$ cat config.mk
export PLATFORM = sky130hd
export DESIGN_NAME = traffic_action_decider_flat
export DESIGN_NICKNAME = d
export VERILOG_FILES = /design/src/rtl/traffic_action_decider_pkg.sv /design/src/rtl/traffic_action_decider_if.sv /design/src/rtl/traffic_action_decider_lane_argmax.sv /design/src/rtl/traffic_action_decider.sv /design/src/flat_wrapper.sv
export SDC_FILE = /design/constraint.sdc
export NUM_CORES = 1
export LEC_CHECK = 0
export CORE_MARGIN = 2
export CORE_UTILIZATION = 50
export CTS_CLUSTER_SIZE = 14
export DETAILED_ROUTE_END_ITERATION = 6
export GPL_TIMING_DRIVEN = 0
export PLACE_DENSITY = 0.86
export SLEW_MARGIN = 20
export SYNTH_ARGS = -nofsm -noshare
export SYNTH_HDL_FRONTEND = slang
export SYNTH_SLANG_ARGS = --single-unit
$ cat constraint.sdc
create_clock -name clk -period 4.98 [get_ports clk]
set_clock_uncertainty 0.1 [all_clocks]
set_input_delay 0.996 -clock clk [delete_from_list [all_inputs] [get_ports clk]]
set_output_delay 0.996 -clock clk [all_outputs]
set_load 0.01 [all_outputs]
$ cat src/rtl/traffic_action_decider_pkg.sv
// Shared types and constants for the traffic action decider.
// Lane levels are packed LVL_W bits per lane, lane 0 in the LSBs.
package traffic_pkg;

  localparam int LVL_W   = 3;
  localparam int N_LANES = 4;
  localparam int STATE_W = N_LANES * LVL_W;

  typedef enum logic [1:0] {
    PH_IDLE   = 2'd0,
    PH_ISSUE  = 2'd1,
    PH_GREEN  = 2'd2,
    PH_YELLOW = 2'd3
  } phase_t;

  typedef logic [1:0]              action_t;
  typedef logic [LVL_W-1:0]        lvl_t;
  typedef lvl_t [N_LANES-1:0]      lvls_t;

  function automatic lvls_t unpack_levels(input logic [STATE_W-1:0] word);
    lvls_t lv;
    for (int i = 0; i < N_LANES; i++) begin
      lv[i] = word[i*LVL_W +: LVL_W];
    end
    return lv;
  endfunction

endpackage

$ cat src/rtl/traffic_action_decider_if.sv
// State-word / action handshake bundle between environment and decider.
// master = environment side, slave = decider side.
interface traffic_action_decider_if;
  import traffic_pkg::*;

  logic               s_valid;
  logic               s_ready;
  logic [STATE_W-1:0] s_state;
  action_t            action;
  logic               action_valid;
  logic               action_ready;
  phase_t             phase;

  modport master (
    output s_valid, s_state, action_ready,
    input  s_ready, action, action_valid, phase
  );

  modport slave (
    input  s_valid, s_state, action_ready,
    output s_ready, action, action_valid, phase
  );

endinterface

$ cat src/rtl/traffic_action_decider_lane_argmax.sv
// Combinational argmax over the lane levels with an exclude mask.
// Ties resolve to the lowest lane index; excluded lanes are never chosen.
module lane_argmax
  import traffic_pkg::*;
(
  input  lvls_t                lvls_i,
  input  logic [N_LANES-1:0]   excl_i,
  output action_t              idx_o,
  output lvl_t                 lvl_o
);

  logic found;

  always_comb begin
    idx_o = '0;
    lvl_o = '0;
    found = 1'b0;
    // Strict '>' keeps the earliest lane on ties.
    for (int i = 0; i < N_LANES; i++) begin
      if (!excl_i[i] && (!found || (lvls_i[i] > lvl_o))) begin
        idx_o = action_t'(i);
        lvl_o = lvls_i[i];
        found = 1'b1;
      end
    end
  end

endmodule

$ cat src/rtl/traffic_action_decider.sv
// Greedy green-lane decider with min/max green and yellow interval.
// Optional exploration LFSR enabled by defining TRAFFIC_EXPLORE_EN.
//
// state     | meaning
// IDLE      | waiting for the first state word
// ISSUE     | action offered, waiting for action_ready
// GREEN     | lane active; accepts words once cnt >= MIN_GREEN
// YELLOW    | transition interval before issuing the next lane
module traffic_action_decider
  import traffic_pkg::*;
#(
  parameter int MIN_GREEN = 4,
  parameter int MAX_GREEN = 16,
  parameter int YELLOW    = 2
) (
  input  logic                      clk,
  input  logic                      rst,
  traffic_action_decider_if.slave   bus
);

  localparam int CNT_W = $clog2(MAX_GREEN + 1);
  localparam logic [CNT_W-1:0] CNT_MIN = CNT_W'(MIN_GREEN);
  localparam logic [CNT_W-1:0] CNT_MAX = CNT_W'(MAX_GREEN);
  localparam logic [CNT_W-1:0] CNT_YEL = CNT_W'(YELLOW - 1);

  phase_t            state_q, state_d;
  action_t           action_q, action_d;
  action_t           next_q, next_d;
  logic [CNT_W-1:0]  cnt_q, cnt_d;

  lvls_t             lvls;
  action_t           best_idx, second_idx, cand;
  lvl_t              best_lvl, second_lvl;
  logic              all_zero;
  logic              s_ready_c;
  logic              action_valid_c;
  logic [N_LANES-1:0] excl_cur;

  assign lvls     = unpack_levels(bus.s_state);
  assign excl_cur = N_LANES'(1) << action_q;

  lane_argmax u_best (
    .lvls_i (lvls),
    .excl_i ('0),
    .idx_o  (best_idx),
    .lvl_o  (best_lvl)
  );

  lane_argmax u_second (
    .lvls_i (lvls),
    .excl_i (excl_cur),
    .idx_o  (second_idx),
    .lvl_o  (second_lvl)
  );

  // The largest level is zero only when every lane is empty.
  assign all_zero = (best_lvl == '0);

`ifdef TRAFFIC_EXPLORE_EN
  logic [15:0] lfsr_q;
  logic        lfsr_fb;

  assign lfsr_fb = lfsr_q[15] ^ lfsr_q[13] ^ lfsr_q[12] ^ lfsr_q[10];

  always_ff @(posedge clk) begin
    if (rst) lfsr_q <= 16'hACE1;
    else     lfsr_q <= {lfsr_q[14:0], lfsr_fb};
  end

  assign cand = (lfsr_q[3:0] == 4'h0) ? lfsr_q[5:4] : best_idx;
`else
  assign cand = best_idx;
`endif

  always_ff @(posedge clk) begin
    if (rst) begin
      state_q  <= PH_IDLE;
      action_q <= '0;
      next_q   <= '0;
      cnt_q    <= '0;
    end else begin
      state_q  <= state_d;
      action_q <= action_d;
      next_q   <= next_d;
      cnt_q    <= cnt_d;
    end
  end

  always_comb begin
    state_d        = state_q;
    action_d       = action_q;
    next_d         = next_q;
    cnt_d          = cnt_q;
    s_ready_c      = 1'b0;
    action_valid_c = 1'b0;

    unique case (state_q)
      PH_IDLE: begin
        s_ready_c = 1'b1;
        if (bus.s_valid) begin
          action_d = cand;
          state_d  = PH_ISSUE;
        end
      end

      PH_ISSUE: begin
        action_valid_c = 1'b1;
        if (bus.action_ready) begin
          state_d = PH_GREEN;
          cnt_d   = '0;
        end
      end

      PH_GREEN: begin
        if (cnt_q != CNT_MAX) cnt_d = cnt_q + CNT_W'(1);
        s_ready_c = (cnt_q >= CNT_MIN);
        if (s_ready_c && bus.s_valid && !all_zero) begin
          if (cand != action_q) begin
            next_d  = cand;
            state_d = PH_YELLOW;
            cnt_d   = '0;
          end else if ((cnt_q == CNT_MAX) && (second_lvl != '0)) begin
            // Green exhausted: hand over to the runner-up lane.
            next_d  = second_idx;
            state_d = PH_YELLOW;
            cnt_d   = '0;
          end
        end
      end

      PH_YELLOW: begin
        if (cnt_q == CNT_YEL) begin
          action_d = next_q;
          state_d  = PH_ISSUE;
          cnt_d    = '0;
        end else begin
          cnt_d = cnt_q + CNT_W'(1);
        end
      end

      default: state_d = PH_IDLE;
    endcase
  end

  assign bus.s_ready      = s_ready_c & ~rst;
  assign bus.action_valid = action_valid_c;
  assign bus.action       = action_q;
  assign bus.phase        = state_q;

endmodule

$ cat src/flat_wrapper.sv
// flat-port wrapper written by rule: the top's interface ports become plain ports
module traffic_action_decider_flat import traffic_pkg::*;
#(
  parameter int MIN_GREEN = 4,
  parameter int MAX_GREEN = 16,
  parameter int YELLOW    = 2
)
  (clk, rst, bus_s_valid, bus_s_state, bus_action_ready, bus_s_ready, bus_action, bus_action_valid, bus_phase);
  traffic_action_decider_if bus_i ();
  input  logic clk;
  input  logic rst;
  input wire logic [$bits(bus_i.s_valid)-1:0] bus_s_valid;
  input wire logic [$bits(bus_i.s_state)-1:0] bus_s_state;
  input wire logic [$bits(bus_i.action_ready)-1:0] bus_action_ready;
  output wire logic [$bits(bus_i.s_ready)-1:0] bus_s_ready;
  output wire logic [$bits(bus_i.action)-1:0] bus_action;
  output wire logic [$bits(bus_i.action_valid)-1:0] bus_action_valid;
  output wire logic [$bits(bus_i.phase)-1:0] bus_phase;
  assign bus_i.s_valid = bus_s_valid;
  assign bus_i.s_state = bus_s_state;
  assign bus_i.action_ready = bus_action_ready;
  assign bus_s_ready = bus_i.s_ready;
  assign bus_action = bus_i.action;
  assign bus_action_valid = bus_i.action_valid;
  assign bus_phase = bus_i.phase;
  traffic_action_decider #(.MIN_GREEN(MIN_GREEN), .MAX_GREEN(MAX_GREEN), .YELLOW(YELLOW)) u_core (.clk(clk), .rst(rst), .bus(bus_i));
endmodule
Word level (Yosys, flattened, before mapping)
Cells that the tools add are included.
W data, S select, Z words.
{"block": "op_classes", "n_mux": 37, "n_addsub": 1, "n_lt_le_gt_ge": 7, "n_eq_ne": 12, "bitwise_logic": 2, "shifts": 1, "n_reduce_logical": 25}
{"op": "$mux W5", "n": 6}
{"op": "$mux W2", "n": 14}
{"op": "$mux W3", "n": 7}
{"op": "$gt A3 B3 Y1", "n": 6}
{"op": "$pmux W5 S3", "n": 1}
{"op": "$pmux W2 S4", "n": 1}
{"op": "$logic_and A1 B1 Y1", "n": 6}
{"op": "$logic_not A1 Y1", "n": 6}
{"op": "$mux W1", "n": 6}
{"op": "$reduce_and A3 Y1", "n": 2}
{"op": "$reduce_bool A3 Y1", "n": 2}
{"op": "$add A5 B1 Y5 const B", "n": 1}
{"op": "$eq A5 B1 Y1 const B", "n": 1}
{"op": "$eq A5 B5 Y1 const B", "n": 1}
{"op": "$ge A5 B3 Y1 const B", "n": 1}
{"op": "$ne A5 B5 Y1 const B", "n": 1}
{"op": "$reduce_and A5 Y1", "n": 1}
{"op": "$eq A2 B2 Y1 const B", "n": 2}
{"op": "$ne A2 B1 Y1 const B", "n": 2}
{"op": "$ne A2 B2 Y1 const B", "n": 2}
{"op": "$pmux W2 S2", "n": 1}
{"op": "$reduce_bool A2 Y1", "n": 2}
{"op": "$shl A1 B2 Y4 const A", "n": 1}
{"op": "$logic_not A3 Y1", "n": 1}
{"op": "other kinds (9)", "n": 11}
{"block": "totals", "regBits": 11, "in_bits": 16, "elab_cells": 89}

Logic depth before layout (Yosys ltp)
Gate-level depths: netlist (run 1).
{"block": "depth", "word_depth": 20, "mapped_depth": 24, "mapped_depth_nobuf": 23}

Modules after synthesis
A second synthesis (run 1) with hierarchy kept.
{"block": "hier_totals", "cells_unflattened": 208, "hier_area_um2": 1660.3}
{"module": "traffic_action_decider", "area_per_inst_um2": 858.3, "instances": 1, "seq_area_each_um2": 220.2, "cells_per_inst": 102}
{"module": "lane_argmax at u_core.u_best", "area_per_inst_um2": 402.9, "instances": 1, "seq_area_each_um2": 0.0, "cells_per_inst": 53}
{"module": "lane_argmax at u_core.u_second", "area_per_inst_um2": 399.1, "instances": 1, "seq_area_each_um2": 0.0, "cells_per_inst": 53}

Least setup slack after synthesis (run 1)
No wires, ideal clock.
{"block": "synth_timing", "path_type": "input to register", "start": "in bus_s_state[2]", "end": "reg u_core.next_q[0]", "t_arrival_ps": 4785, "cell_stages": 20, "path_slack_ps": -25, "t_required_ps": 4759, "path_buffers": 0, "path_cell_list": "o21ai_0 > ha_1 > or2_1 > and2_1 > a21o_1 > a21oi_1 > ha_1 > nor2b_1 > o31ai_1 > nor2_1 > a211o_1 > o21ai_0 > ha_1 > o211a_1 > nand2_1 > o211ai_1 > and2_2 > or2_1 > nand3_1 > mux2_2"}
{"block": "synth_between", "elab_chain_len": 17}
{"element": "start, declared", "line_no": "flat_wrapper.sv:13", "source": "input wire logic [$bits(bus_i.s_state)-1:0] bus_s_state;"}
{"element": "$mux W3", "line_no": "traffic_action_decider_lane_argmax.sv:20", "source": "if (!excl_i[i] && (!found || (lvls_i[i] > lvl_o))) begin"}
{"element": "$gt A3 B3 Y1", "line_no": "traffic_action_decider_lane_argmax.sv:20"}
{"element": "$logic_or A1 B1 Y1", "line_no": "traffic_action_decider_lane_argmax.sv:20"}
{"element": "$logic_and A1 B1 Y1", "line_no": "traffic_action_decider_lane_argmax.sv:20"}
{"element": "$mux W3 / $mux W1 (equally long branches)", "line_no": "traffic_action_decider_lane_argmax.sv:20"}
{"element": "$gt A3 B3 Y1 / $logic_not A1 Y1 (equally long branches)", "line_no": "traffic_action_decider_lane_argmax.sv:20"}
{"element": "$logic_or A1 B1 Y1", "line_no": "traffic_action_decider_lane_argmax.sv:20"}
{"element": "$logic_and A1 B1 Y1", "line_no": "traffic_action_decider_lane_argmax.sv:20"}
{"element": "$mux W3 / $mux W1 (equally long branches)", "line_no": "traffic_action_decider_lane_argmax.sv:20"}
{"element": "$gt A3 B3 Y1 / $logic_not A1 Y1 (equally long branches)", "line_no": "traffic_action_decider_lane_argmax.sv:20"}
{"element": "$logic_or A1 B1 Y1", "line_no": "traffic_action_decider_lane_argmax.sv:20"}
{"element": "$logic_and A1 B1 Y1", "line_no": "traffic_action_decider_lane_argmax.sv:20"}
{"element": "$mux W3", "line_no": "traffic_action_decider_lane_argmax.sv:20"}
{"element": "$reduce_bool A3 Y1", "line_no": "traffic_action_decider.sv:122", "source": "end else if ((cnt_q == CNT_MAX) && (second_lvl != '0)) begin"}
{"element": "$logic_and A1 B1 Y1", "line_no": "traffic_action_decider.sv:122"}
{"element": "$reduce_bool A2 Y1 (no source line)"}
{"element": "$reduce_and A3 Y1 (no source line)"}
{"element": "end signal, assigned", "line_no": "traffic_action_decider.sv:84", "source": "next_q <= next_d;"}
{"element": "end, declared", "line_no": "traffic_action_decider.sv:28", "source": "action_t next_q, next_d;"}
Several ways; a longest one is shown, not always the timed one. The select of a mux whose other input is x is not followed.
A chain may end at the register's enable or synchronous reset.

Worst setup path after layout (run 1)
{"block": "layout_timing", "start": "in bus_s_state[5]", "end": "reg u_core.cnt_q[0]"}
{"block": "layout_between", "elab_chain_len": 18}
{"element": "$gt A3 B3 Y1", "line_no": "traffic_action_decider_lane_argmax.sv:20"}
{"element": "$logic_or A1 B1 Y1", "line_no": "traffic_action_decider_lane_argmax.sv:20"}
{"element": "$logic_and A1 B1 Y1", "line_no": "traffic_action_decider_lane_argmax.sv:20"}
{"element": "$mux W3 / $mux W1 (equally long branches)", "line_no": "traffic_action_decider_lane_argmax.sv:20"}
{"element": "$gt A3 B3 Y1 / $logic_not A1 Y1 (equally long branches)", "line_no": "traffic_action_decider_lane_argmax.sv:20"}
{"element": "$logic_or A1 B1 Y1", "line_no": "traffic_action_decider_lane_argmax.sv:20"}
{"element": "$logic_and A1 B1 Y1", "line_no": "traffic_action_decider_lane_argmax.sv:20"}
{"element": "$mux W3 / $mux W1 (equally long branches)", "line_no": "traffic_action_decider_lane_argmax.sv:20"}
{"element": "[... 2 more ...]"}
{"element": "$logic_and A1 B1 Y1", "line_no": "traffic_action_decider_lane_argmax.sv:20"}
{"element": "$mux W3", "line_no": "traffic_action_decider_lane_argmax.sv:20"}
{"element": "$reduce_bool A3 Y1", "line_no": "traffic_action_decider.sv:122"}
{"element": "$logic_and A1 B1 Y1", "line_no": "traffic_action_decider.sv:122"}
{"element": "$mux W5", "line_no": "traffic_action_decider.sv:122"}
{"element": "$mux W5", "line_no": "traffic_action_decider.sv:118", "source": "if (cand != action_q) begin"}
{"element": "$mux W5 *", "line_no": "traffic_action_decider.sv:117", "source": "if (s_ready_c && bus.s_valid && !all_zero) begin"}
{"element": "$pmux W5 S3 *", "line_no": "traffic_action_decider.sv:97", "source": "unique case (state_q)"}
{"element": "end signal, assigned", "line_no": "traffic_action_decider.sv:85", "source": "cnt_q <= cnt_d;"}
{"element": "end, declared", "line_no": "traffic_action_decider.sv:29", "source": "logic [CNT_W-1:0] cnt_q, cnt_d;"}
Every way passes the cells marked *; elsewhere a longest branch is shown, timed or not.

==> results by group, run 1 <==
Routing
  – Initial drt markers: 335
  – Via count: 2049
  – DR DRC count: 0
  – Final wirelength: 6520 um
  – Routed WL per cell: 21.3 um
  – First drt pass iteration count: 5
  – Vias per cell: 6.70
  – Routed Antenna Nets: 0

Floorplan
  – Die height: 61.1 um
  – Die X: 61.1 um
  – Core area: 0.00308 mm2
  – Initial Utilization: 53.0%
  – Die area: 0.00374 mm2
  – Num ports: 22
  – Rows: 20

Placed design
  – HPWL Detailed: 3120 um
  – Placed Area: 0.00191 mm2
  – Global placement routability congestion: 0.853
  – Port bufs: 21

Timing
  – Fin. Hold Viols: 0
  – Crit path time final: 5.24 ns
  – Max transition margin: 58.5%
  – Worst-margin pin slew: 0.618 ns
  – Final Slew Violations: 0
  – Setup TNS Final: -1.05 ns
  – Fmax: 191 MHz
  – Final setup fails: 8
  – Final setup margin: -0.263 ns
  – Final worst-path cycle share: 105%

Cells and area
  – Filler instances: 191
  – Antenna Diode Count: 0
  – Layout cells sized above 1: 38.2%
  – Area of the multi-input gates: 0.00174 mm2
  – FF+latch area: 221 um2
  – Area growth syn-to-layout: 51.5%
  – Final #Nets: 306
  – Layout Utilization: 80.4%
  – Final instance area: 0.00247 mm2

Synthesis
  – Post-Synthesis Cells: 217
  – Synth area leaders: ha_1, dfxtp_1, nor2_1, mux2_2, nand3_1
  – Sequential element share of the synthesized area: 13.5%
  – Syn_area_per_cell: 7.52 um2
  – Prevailing post-synth register cell: dfxtp_1
  – FF+latch count, synth: 11
  – Asr flop ratio synth: 0%
  – Top-area cell type share of the netlist area: 20.7%
  – Synthesized cell area: 0.00163 mm2
  – Syn nets: 260
  – Yosys top cell by area: ha_1
  – Post-synth EDFFs: 0
  – Yosys warns: 0
  – Synth top cells by count: ha_1, nor2_1, inv_1
  – Post-synth cell types: 49
  – Most frequent cell after synthesis: ha_1

Clock tree
  – CTS tree: built
  – Maximum buffer depth of the clock tree: 2
  – Skew-Pair Late Insertion Delay: 0.28 ns
  – Clk root buf: clkbuf_4
  – Post-cts hold buffer count: 0
  – CTS clk-pin slew, worst paths: 0.07 ns
  – Clk sink count: 11
  – H-tree depth: 1
  – Cts bufs inserted: 3

Outcome
  – Failing checks: setup timing
  – Status: finished with violations

Worst setup path
  – Worst reg-to-reg path cell count: 23
  – WS Path Type: in -> reg
  – Worst path cell trace: buf_4, ha_4, a21oi_4, o21a_1, o21ai_1, and2_1, ha_4, nand3b_1, a32oi_4, nand2_2, o31ai_4, inv_1, ha_1, nand3_1, o21ai_2, nor2_2, a311oi_2, nand3_1, and3b_2, a211o_1, a31oi_1
  – Critical Path Source Type: input port
  – Worst r2r src: u_core.bus.action[0]
  – R2R Setup Slk: -0.04 ns
  – Top Family by Delay on Critical Path: compound AO/OA/AOI/OAI gates
  – Crit Path Max Fanout: 5
  – Critical Path Sink Type: register
  – WP data arrival: 5.32 ns
  – End of the worst register-to-register path: u_core.cnt_q[0]
  – Crit-path slowest cell: a32oi_4
  – Slowest stage delay, CP: 0.40 ns
  – Crit path required time: 5.06 ns
  – CP Buf/Inv Count: 2

Hold path
  – HP Class: reg -> reg
  – Worst hold path endpoint: u_core.cnt_q[4]
  – Worst hold start: u_core.cnt_q[4]
  – Hold path cells: 2

Power
  – Power Total: 1.18 mW
  – Clk network pwr share: 5.3%
  – Worst VDD drop: 0.000401 V
  – Internal: 589 uW
  – PD cells: 477 mW/mm2
  – Reg power frac: 10.8%
  – Sw frac: 50.1%
  – Leakage: 0.985 nW
  – Combinational power share: 83.9%
  – Switch Pwr: 590 uW

Global routing
  – Vias in the first global route: 1772
  – First-pass GRT wire length: 7730 um
  – Initial antenna violation count: 0
  – Total track usage: 27.3%
  – Gr ovfl total: 0
  – Largest net degree at the start of global routing: 11

Job
  – Max_cap viols: 0
worst max path at each step:
stage / startpoint / end / slack [ns] / depth (start not counted)
2_1_floorplan: bus_s_state[2] / u_core.next_q[0] / 0.01 / 20
3_3_place_gp: bus_s_state[5] / u_core.next_q[0] / -0.96 / 20
3_5_place_dp: bus_s_state[5] / u_core.next_q[1] / -1.05 / 20
4_1_cts: bus_s_state[1] / u_core.next_q[1] / 0.003 / 20
5_1_grt: bus_s_state[5] / u_core.cnt_q[0] / -0.36 / 21
6_report: bus_s_state[5] / u_core.cnt_q[0] / -0.26 / 21
metrics by stage:
step | setup WS [ns] | cells | hold WS [ns]
final | -0.263 | 306 | 0.439
after floorplan | 0.0130 | 217 | 0.381
after global placement | -0.958 | 282 | 0.404
after global routing | -0.360 | 306 | 0.469
after CTS | 0.00330 | 298 | 0.429
after detailed placement | -1.05 | 282 | 0.412
worst min-delay path, delay by kind of cell (launching register included):
| kind | cells | cell delay [ns] |
|---|---|---|
| compound gates | 1 | 0.06 |
| flops | 1 | 0.35 |
| simple gates | 1 | 0.08 |
registers in the layout, indices dropped and copies added (netlist names):
signal / count
u_core.bus.action: 2
u_core.bus.phase: 2
u_core.cnt_q: 5
u_core.next_q: 2
cells in the final DEF, fill, tap and decap left out, types with 5 or more instances in the layout:
cell type        synthesis  final
o21a_1                   5      5
nand3_1                 13     10
dfxtp_1                 11     10
ha_1                    27     18
ha_4                     0      8
clkdlybuf4s50_1          0     15
inv_1                   17     13
nor2_1                  21     17
o21ai_2                  0      6
buf_4                    0     23
nand2_1                 14     11
per-layer routing:
layer | part of all wire, % | vias to the layer above | track usage [%]
met5 | 0 | - | 0
li1 | - | 902 | -
met4 | 5.0 | 0 | 10.6
met3 | 7.6 | 42 | 4.20
met2 | 50 | 152 | 47.6
met1 | 38 | 953 | 33.5
cell type report:
class / count / share of cell area (%)
timing repair buffer: 42 / 14.4
sequential: 11 / 8.95
clock buffer: 3 / 0.910
clock inverter: 1 / 0.202
tap: 44 / 2.23
inverter: 17 / 2.58
multi-input combinational: 186 / 70.4
buffer: 2 / 0.354
cells by family after synthesis:
| logic type | count (synthesis) | share of synthesized area, % |
|---|---|---|
| AO/OA/AOI/OAI | 65 | 28.0 |
| buffers and inverters | 20 | 4.67 |
| multiplexers | 9 | 5.98 |
| adder cells (fa/ha/maj) | 27 | 20.7 |
| XOR/XNOR | 2 | 1.07 |
| AND/OR/NAND/NOR | 83 | 26.1 |
| flip-flops | 11 | 13.5 |
power by group through the flow:
stage                     sequential, mW  clock (mW)  combinational, mW
after floorplan                    0.119           0              0.414
after global placement             0.117           0              0.544
after detailed placement           0.117           0              0.560
after CTS                          0.115      0.0646              0.705
after global routing               0.129      0.0671               1.05
final                              0.127      0.0627              0.989
repair_timing:
action	CTS	global route
gates cloned	0	0
resized for setup	63	55
pin swaps	27	33
endpoints found under the setup margin	10	9
buffers inserted	12	9
No activity file was read; power rests on OpenSTA's default activity.
==> run 2: changes to the inputs <==
--- a/config.mk
+++ b/config.mk
@@ -6,12 +6,11 @@
 export NUM_CORES = 1
 export LEC_CHECK = 0
 export CORE_MARGIN = 2
-export CORE_UTILIZATION = 50
+export CORE_UTILIZATION = 36
 export CTS_CLUSTER_SIZE = 14
 export DETAILED_ROUTE_END_ITERATION = 6
 export GPL_TIMING_DRIVEN = 0
-export PLACE_DENSITY = 0.86
-export SLEW_MARGIN = 20
+export PLACE_DENSITY = 0.67
 export SYNTH_ARGS = -nofsm -noshare
 export SYNTH_HDL_FRONTEND = slang
 export SYNTH_SLANG_ARGS = --single-unit
==> run 2 against run 1 <==
Effect of this change: the run now ends clean; critical path type unchanged; total power decreased by 2.5%; global-route usage shrank 10 points; sequential cell count stayed put; final area rose by 4.0%; routed wire length down 22%; die area increased by 36%; register-to-register slack better by 0.17 ns; clock power grew 42%; worst hold slack worse by 0.022 ns; worst setup slack better by 0.31 ns; cell count is 3.9% higher.
==> results by group, run 2 (same netlist as run 1, synthesis figures left out) <==
Global routing
  – Gr ovfl total: 0 (unchanged)
  – Largest net degree at the start of global routing: 11 (unchanged)
  – First-pass GRT wire length: 7180 um (-7.1%)
  – Initial antenna violation count: 0 (unchanged)
  – Total track usage: 17.0% (-10 points)
  – Vias in the first global route: 1660 (-6.3%)

Clock tree
  – CTS clk-pin slew, worst paths: 0.05 ns (-0.02 ns)
  – Skew-Pair Late Insertion Delay: 0.24 ns (-0.04 ns)
  – CTS tree: built
  – Post-cts hold buffer count: 0 (unchanged)
  – Maximum buffer depth of the clock tree: 2 (unchanged)
  – Clk sink count: 11 (unchanged)
  – H-tree depth: 1 (unchanged)
  – Cts bufs inserted: 3 (unchanged)
  – Clk root buf: clkbuf_8

Floorplan
  – Die X: 71.3 um (+17%)
  – Core area: 0.00435 mm2 (+41%)
  – Initial Utilization: 37.5% (-16 points)
  – Die area: 0.00509 mm2 (+36%)
  – Die height: 71.3 um (+17%)
  – Rows: 24 (+20%)
  – Num ports: 22 (unchanged)

Worst setup path
  – Crit Path Max Fanout: 5 (unchanged)
  – CP most frequent cell: ha_1
  – Worst path cell trace: buf_2, nor2b_1, ha_1, nand3_2, and2_4, a21o_4, a21oi_2, ha_1, nor2b_4, o31ai_4, nor2_2, buf_4, a21oi_1, ha_1, nand3_2, o211a_1, a31oi_2, o21a_1, o2bb2ai_4, or2_4, nand3_4, mux2_4
  – Critical Path Sink Type: register
  – Worst reg-to-reg path cell count: 23 (unchanged)
  – WP data arrival: 4.96 ns (-0.36 ns)
  – Worst r2r src: u_core.bus.action[0]
  – WS Path Type: in -> reg
  – R2R Setup Slk: 0.13 ns (+0.17 ns)
  – Critical Path Source Type: input port
  – Crit-path slowest cell: ha_1
  – Crit path required time: 5.00 ns (-0.06 ns)
  – Slowest stage delay, CP: 0.31 ns (-0.09 ns)
  – End of the worst register-to-register path: u_core.next_q[1]

Job
  – Max_cap viols: 0 (unchanged)

Power
  – Worst VDD drop: 0.000215 V (-46%)
  – Leakage: 1.01 nW (+2.8%)
  – PD cells: 447 mW/mm2 (-6.3%)

Timing
  – RSZ-0062 raised after global routing: true
  – Worst-margin pin slew: 0.522 ns (-0.0960 ns)
  – Hold slack: 0.417 ns (-0.0225 ns)
  – Max transition margin: 65.2% (+6.7 points)
  – Final Slew Violations: 0 (unchanged)
  – Fin. Hold Viols: 0 (unchanged)
  – Final setup margin: 0.0476 ns (+0.311 ns)
  – Fmax: 203 MHz (+6.3%)
  – Crit path time final: 4.93 ns (-0.311 ns)
  – Final worst-path cycle share: 99.0% (-6.2 points)
  – Final setup fails: 0 (-8)
  – Setup TNS Final: 0 ns (+1.05 ns)

Hold path
  – HP Class: reg -> reg
  – Worst hold start: u_core.cnt_q[4]
  – Hold path cells: 2 (unchanged)
  – Worst hold path endpoint: u_core.cnt_q[4]

Cells and area
  – Max reg flops: 5 (unchanged)
  – Top reg by flops: u_core.cnt_q
  – Antenna Diode Count: 0 (unchanged)
  – Layout Utilization: 59.1% (-21 points)
  – Final #Nets: 310 (+1.3%)
  – Most common cell after layout, fill and taps aside: buf_4
  – Layout cells sized above 1: 41.4% (+3.2 points)
  – Commonest cells after routing, fill and taps aside: buf_4, nor2_1, ha_1, clkdlybuf4s50_1, inv_1
  – Area growth syn-to-layout: 57.6%

Routing
  – First drt pass iteration count: 4 (-1)
  – Via count: 1832 (-11%)
  – Final wirelength: 5070 um (-22%)
  – Routed WL per cell: 15.9 um (-25%)
  – Initial drt markers: 68 (-80%)
  – DR DRC count: 0 (unchanged)
  – Routed Antenna Nets: 0 (unchanged)
  – Vias per cell: 5.76 (-14%)

Placed design
  – HPWL Detailed: 3190 um (+2.1%)
  – Pre-CTS WS: -1.07 ns (-0.0184 ns)
  – Global placement routability congestion: 0.836 (-2.0%)
  – Port bufs: 21 (unchanged)

Outcome
  – Status: finished, final reports clean
==> run 2: area by class of cell <==
cell class	count	area [um2]
fillers	370	1780
clock buffers	4	45.0
inverters	17	63.8
flip-flops and latches	11	220
well taps	52	65.1
repair buffers	46	393
multi-input cells	186	1780
plain buffers	2	8.76
==> run 2: how the worst max path moves through the flow <==
stage | startpoint | endpoint | slack, ns | depth (start not counted)
floorplan | bus_s_state[2] | u_core.next_q[0] | 0.01 | 20
global placement | bus_s_state[1] | u_core.next_q[0] | -1.05 | 21
detailed placement | bus_s_state[2] | u_core.next_q[0] | -1.07 | 21
CTS | bus_s_state[2] | u_core.next_q[0] | -0.04 | 22
global route | bus_s_state[5] | u_core.cnt_q[0] | -0.15 | 22
finish | bus_s_state[0] | u_core.next_q[1] | 0.05 | 22
==> run 2: routing by layer <==
layer  global-route usage (%)  wire [um]  part of all wire [%]  up-vias
li1                         -          -                     -      900
met1                     22.3       2240                    44      879
met2                     30.3       2610                    51       47
met3                     1.27        165                   3.3        6
met4                     3.77         54                   1.1        0
met5                        0          0                     0        -
==> run 2: stage by stage <==
stage | power, mW | instance area (um2) | instances
final | 1.15 | 2570 | 318
after global routing | 1.24 | 2570 | 318
after CTS | 0.936 | 2240 | 312
after detailed placement | 0.676 | 1920 | 290
after global placement | 0.670 | 1920 | 290
after floorplan | 0.533 | 1640 | 217
==> run 2: worst max-delay path, delay by kind of cell <==
kind / cells / cell delay (ns)
compound gates: 8 / 1.46
simple gates: 8 / 1.02
fa+ha+maj: 3 / 0.88
buf+inv: 2 / 0.28
mux: 1 / 0.30
==> run 2: where the power goes <==
part	total [mW]	leakage, nW	switching, mW	internal (mW)
registers	0.125	0.0894	0.0237	0.101
clock network	0.0891	0.0228	0.0329	0.0562
logic	0.936	0.900	0.477	0.458
total	1.15	1.01	0.534	0.616
==> run 2: repair_timing <==
item | in CTS | in global routing
buffers inserted | 18 | 7
resized for setup | 63 | 64
setup endpoints to repair | 11 | 9
endpoints found under the hold margin | 0 | 0
pin swaps | 24 | 34
==> run 3: changes to the inputs <==
--- a/config.mk
+++ b/config.mk
@@ -5,12 +5,14 @@
 export SDC_FILE = /design/constraint.sdc
 export NUM_CORES = 1
 export LEC_CHECK = 0
+export CORE_ASPECT_RATIO = 2
 export CORE_MARGIN = 2
 export CORE_UTILIZATION = 36
 export CTS_CLUSTER_SIZE = 14
 export DETAILED_ROUTE_END_ITERATION = 6
 export GPL_TIMING_DRIVEN = 0
-export PLACE_DENSITY = 0.67
+export PLACE_DENSITY = 0.54
 export SYNTH_ARGS = -nofsm -noshare
 export SYNTH_HDL_FRONTEND = slang
 export SYNTH_SLANG_ARGS = --single-unit
+export TNS_END_PERCENT = 5
==> run 3 against run 2 <==
Effect of this change: final area grew 3.3%; sequential power about the same; clock-buffer cell count unchanged; die area grew 0.64%; utilization grew 2.2 points; worst setup slack lost 0.017 ns; via count grew 4.1%.
==> results by group, run 3 (same netlist as run 1, synthesis figures left out) <==
Outcome
  – Status: finished, final reports clean

Timing
  – Max transition margin: 67.0% (+1.8 points)
  – RSZ-0062 raised after global routing: true
  – Fmax: 202 MHz (-0.34%)
  – Worst-margin pin slew: 0.495 ns (-0.0272 ns)
  – Final setup fails: 0 (unchanged)
  – Final setup margin: 0.0308 ns (-0.0168 ns)
  – Fin. Hold Viols: 0 (unchanged)
  – Final Slew Violations: 0 (unchanged)
  – Final worst-path cycle share: 99.4% (+0.34 points)
  – Crit path time final: 4.95 ns (+0.0168 ns)

Cells and area
  – Filler instances: 398 (+7.6%)
  – Area of the multi-input gates: 0.00180 mm2 (+1.1%)
  – Area growth syn-to-layout: 62.8%
  – FF+latch area: 220 um2 (unchanged)
  – Antenna Diode Count: 0 (unchanged)
  – Final #Nets: 318 (+2.6%)
  – Top reg by flops: u_core.cnt_q
  – Max reg flops: 5 (unchanged)
  – Commonest cells after routing, fill and taps aside: buf_4, nor2_1, ha_1, clkdlybuf4s50_1, inv_1
  – Post-route insts no fill: 328 (+3.1%)
  – Layout cells sized above 1: 42.3% (+0.98 points)
  – Most common cell after layout, fill and taps aside: buf_4

Clock tree
  – Cts bufs inserted: 3 (unchanged)
  – Skew-Pair Late Insertion Delay: 0.25 ns (about the same)
  – Clk root buf: clkbuf_8
  – H-tree depth: 1 (unchanged)
  – Maximum buffer depth of the clock tree: 2 (unchanged)
  – Clk sink count: 11 (unchanged)
  – Post-cts hold buffer count: 0 (unchanged)
  – CTS clk-pin slew, worst paths: 0.06 ns (about the same)
  – CTS tree: built

Worst setup path
  – Crit Path Max Fanout: 6 (+1)
  – Crit-path slowest cell: mux2_4
  – Critical Path Source Type: input port
  – Critical Path Sink Type: register
  – WS Path Type: in -> reg
  – Worst reg-to-reg path cell count: 21 (-8.7%)
  – Worst path cell trace: buf_4, ha_4, or2_1, o21a_1, a21o_4, a21oi_2, ha_4, nor2b_4, o31ai_4, nor2_1, a211o_1, o21ai_2, ha_1, o211a_1, a31oi_2, o21a_1, o2bb2ai_4, or2_4, nand3_4, mux2_4
  – CP Buf/Inv Count: 1 (-1)
  – Slowest stage delay, CP: 0.31 ns (about the same)
  – WP data arrival: 4.98 ns (+0.02 ns)
  – Worst r2r src: u_core.bus.action[1]
  – End of the worst register-to-register path: u_core.next_q[0]
  – R2R Setup Slk: 0.12 ns (about the same)
  – Crit path required time: 5.01 ns (about the same)
  – Top Family by Delay on Critical Path: compound AO/OA/AOI/OAI gates

Power
  – PD cells: 445 mW/mm2 (-0.37%)
  – Switch Pwr: 543 uW (+1.6%)
  – Reg power frac: 10.5% (-0.4 points)
  – Worst VDD drop: 0.000286 V (+33%)
  – Clk network pwr share: 8.1% (+0.4 points)
  – Combinational power share: 81.4% (about the same)
  – Leakage: 1.05 nW (+4.1%)
  – Internal: 641 uW (+4.0%)
  – Sw frac: 45.9% (-0.58 points)
  – Power Total: 1.18 mW (+2.9%)

Floorplan
  – Core area: 0.00434 mm2 (-0.34%)
  – Num ports: 22 (unchanged)
  – Die X: 51.6 um (-28%)
  – Rows: 34 (+42%)
  – Die area: 0.00512 mm2 (+0.64%)
  – Die height: 99.2 um (+39%)
  – Initial Utilization: 37.6% (+0.13 points)

Placed design
  – Port bufs: 21 (unchanged)
  – Global placement routability congestion: 0.806 (-3.6%)
  – Pre-CTS WS: -1.22 ns (-0.144 ns)
  – Placed cell count: 292 (+0.69%)
  – HPWL Detailed: 4010 um (+26%)

Global routing
  – Total track usage: 22.3% (+5.4 points)
  – First-pass GRT wire length: 8710 um (+21%)
  – Initial antenna violation count: 0 (unchanged)
  – Gr ovfl total: 0 (unchanged)
  – Vias in the first global route: 1991 (+20%)
  – Largest net degree at the start of global routing: 11 (unchanged)

Routing
  – Final wirelength: 5600 um (+10%)
  – Routed WL per cell: 17.1 um (+7.1%)
  – Initial drt markers: 47 (-31%)
  – Via count: 1908 (+4.1%)
  – DR DRC count: 0 (unchanged)
  – First drt pass iteration count: 4 (unchanged)
  – Routed Antenna Nets: 0 (unchanged)
  – Vias per cell: 5.82 (+0.97%)

Hold path
  – HP Class: reg -> reg
  – Worst hold start: u_core.cnt_q[4]
  – Hold path cells: 2 (unchanged)
  – Worst hold path endpoint: u_core.cnt_q[4]

Job
  – Max_cap viols: 0 (unchanged)
-- run 3: cell count changes in the layout (fill, tap and decap cells not counted), moves of 2 or more --
| cell | before | now |
|---|---|---|
| nor2_1 | 18 | 20 |
| ha_1 | 18 | 16 |
| ha_4 | 9 | 11 |
| nand2_1 | 10 | 12 |
| nand2_2 | 4 | 2 |
| o21ai_0 | 4 | 2 |
| buf_4 | 27 | 36 |
-- run 3: what timing repair did --
item,4_1_cts,5_1_grt
setup buffers,23,10
pin swaps,26,26
cloned,0,0
setup endpoints to repair,11,9
resized for setup,77,52
-- run 3: worst max path at each step --
stage | from | endpoint | slack [ns] | depth (start not counted)
floorplan | bus_s_state[2] | u_core.next_q[0] | 0.01 | 20
global placement | bus_s_state[4] | u_core.next_q[0] | -1.22 | 20
detailed placement | bus_s_state[4] | u_core.next_q[0] | -1.22 | 20
CTS | bus_s_state[1] | u_core.next_q[0] | 0.004 | 23
global route | bus_s_state[2] | u_core.cnt_q[0] | -0.11 | 22
finish | bus_s_state[4] | u_core.next_q[0] | 0.03 | 20
-- run 3: power groups by stage --
stage | clock network [mW] | logic (mW) | registers, mW
final | 0.0956 | 0.963 | 0.124
after global routing | 0.0987 | 1.04 | 0.128
after CTS | 0.0942 | 0.785 | 0.114
after detailed placement | 0 | 0.584 | 0.116
after global placement | 0 | 0.583 | 0.116
after floorplan | 0 | 0.414 | 0.119
-- run 3: layer usage --
metal  global-route usage (%)  vias up  wire, um
li1                         -      923         -
met1                     18.4      929      1810
met2                     46.4       35      3420
met3                     1.50       21        98
met4                     13.8        0       271
met5                        0        -         0
-- run 3: worst reg2reg max path: cells and delay by family, from the launching register on --
| kind | cells | cell delay (ns) |
|---|---|---|
| fa+ha+maj | 3 | 0.72 |
| compound gates | 10 | 2.11 |
| flops | 1 | 0.62 |
| simple gates | 7 | 0.87 |
| mux | 1 | 0.31 |
-- run 3: layout make-up --
type,instances,area share [%]
Buffer,2,0.329
Clock buffer,4,1.69
Inverter,17,2.40
Multi-Input combinational cell,186,67.6
Sequential cell,11,8.28
Tap cell,54,2.54
Timing Repair Buffer,54,17.1
-- run 3: metrics by stage --
stage / utilization (%) / setup TNS (ns) / hold WS (ns) / instance area (um2)
2_1_floorplan: - / 0 / 0.381 / 1640
3_3_place_gp: 44.3 / -11.26 / 0.413 / 1920
3_5_place_dp: 44.3 / -11.10 / 0.421 / 1920
4_1_cts: 53.3 / 0 / 0.429 / 2310
5_1_grt: 61.3 / -0.499 / 0.468 / 2660
6_report: 61.3 / 0 / 0.447 / 2660
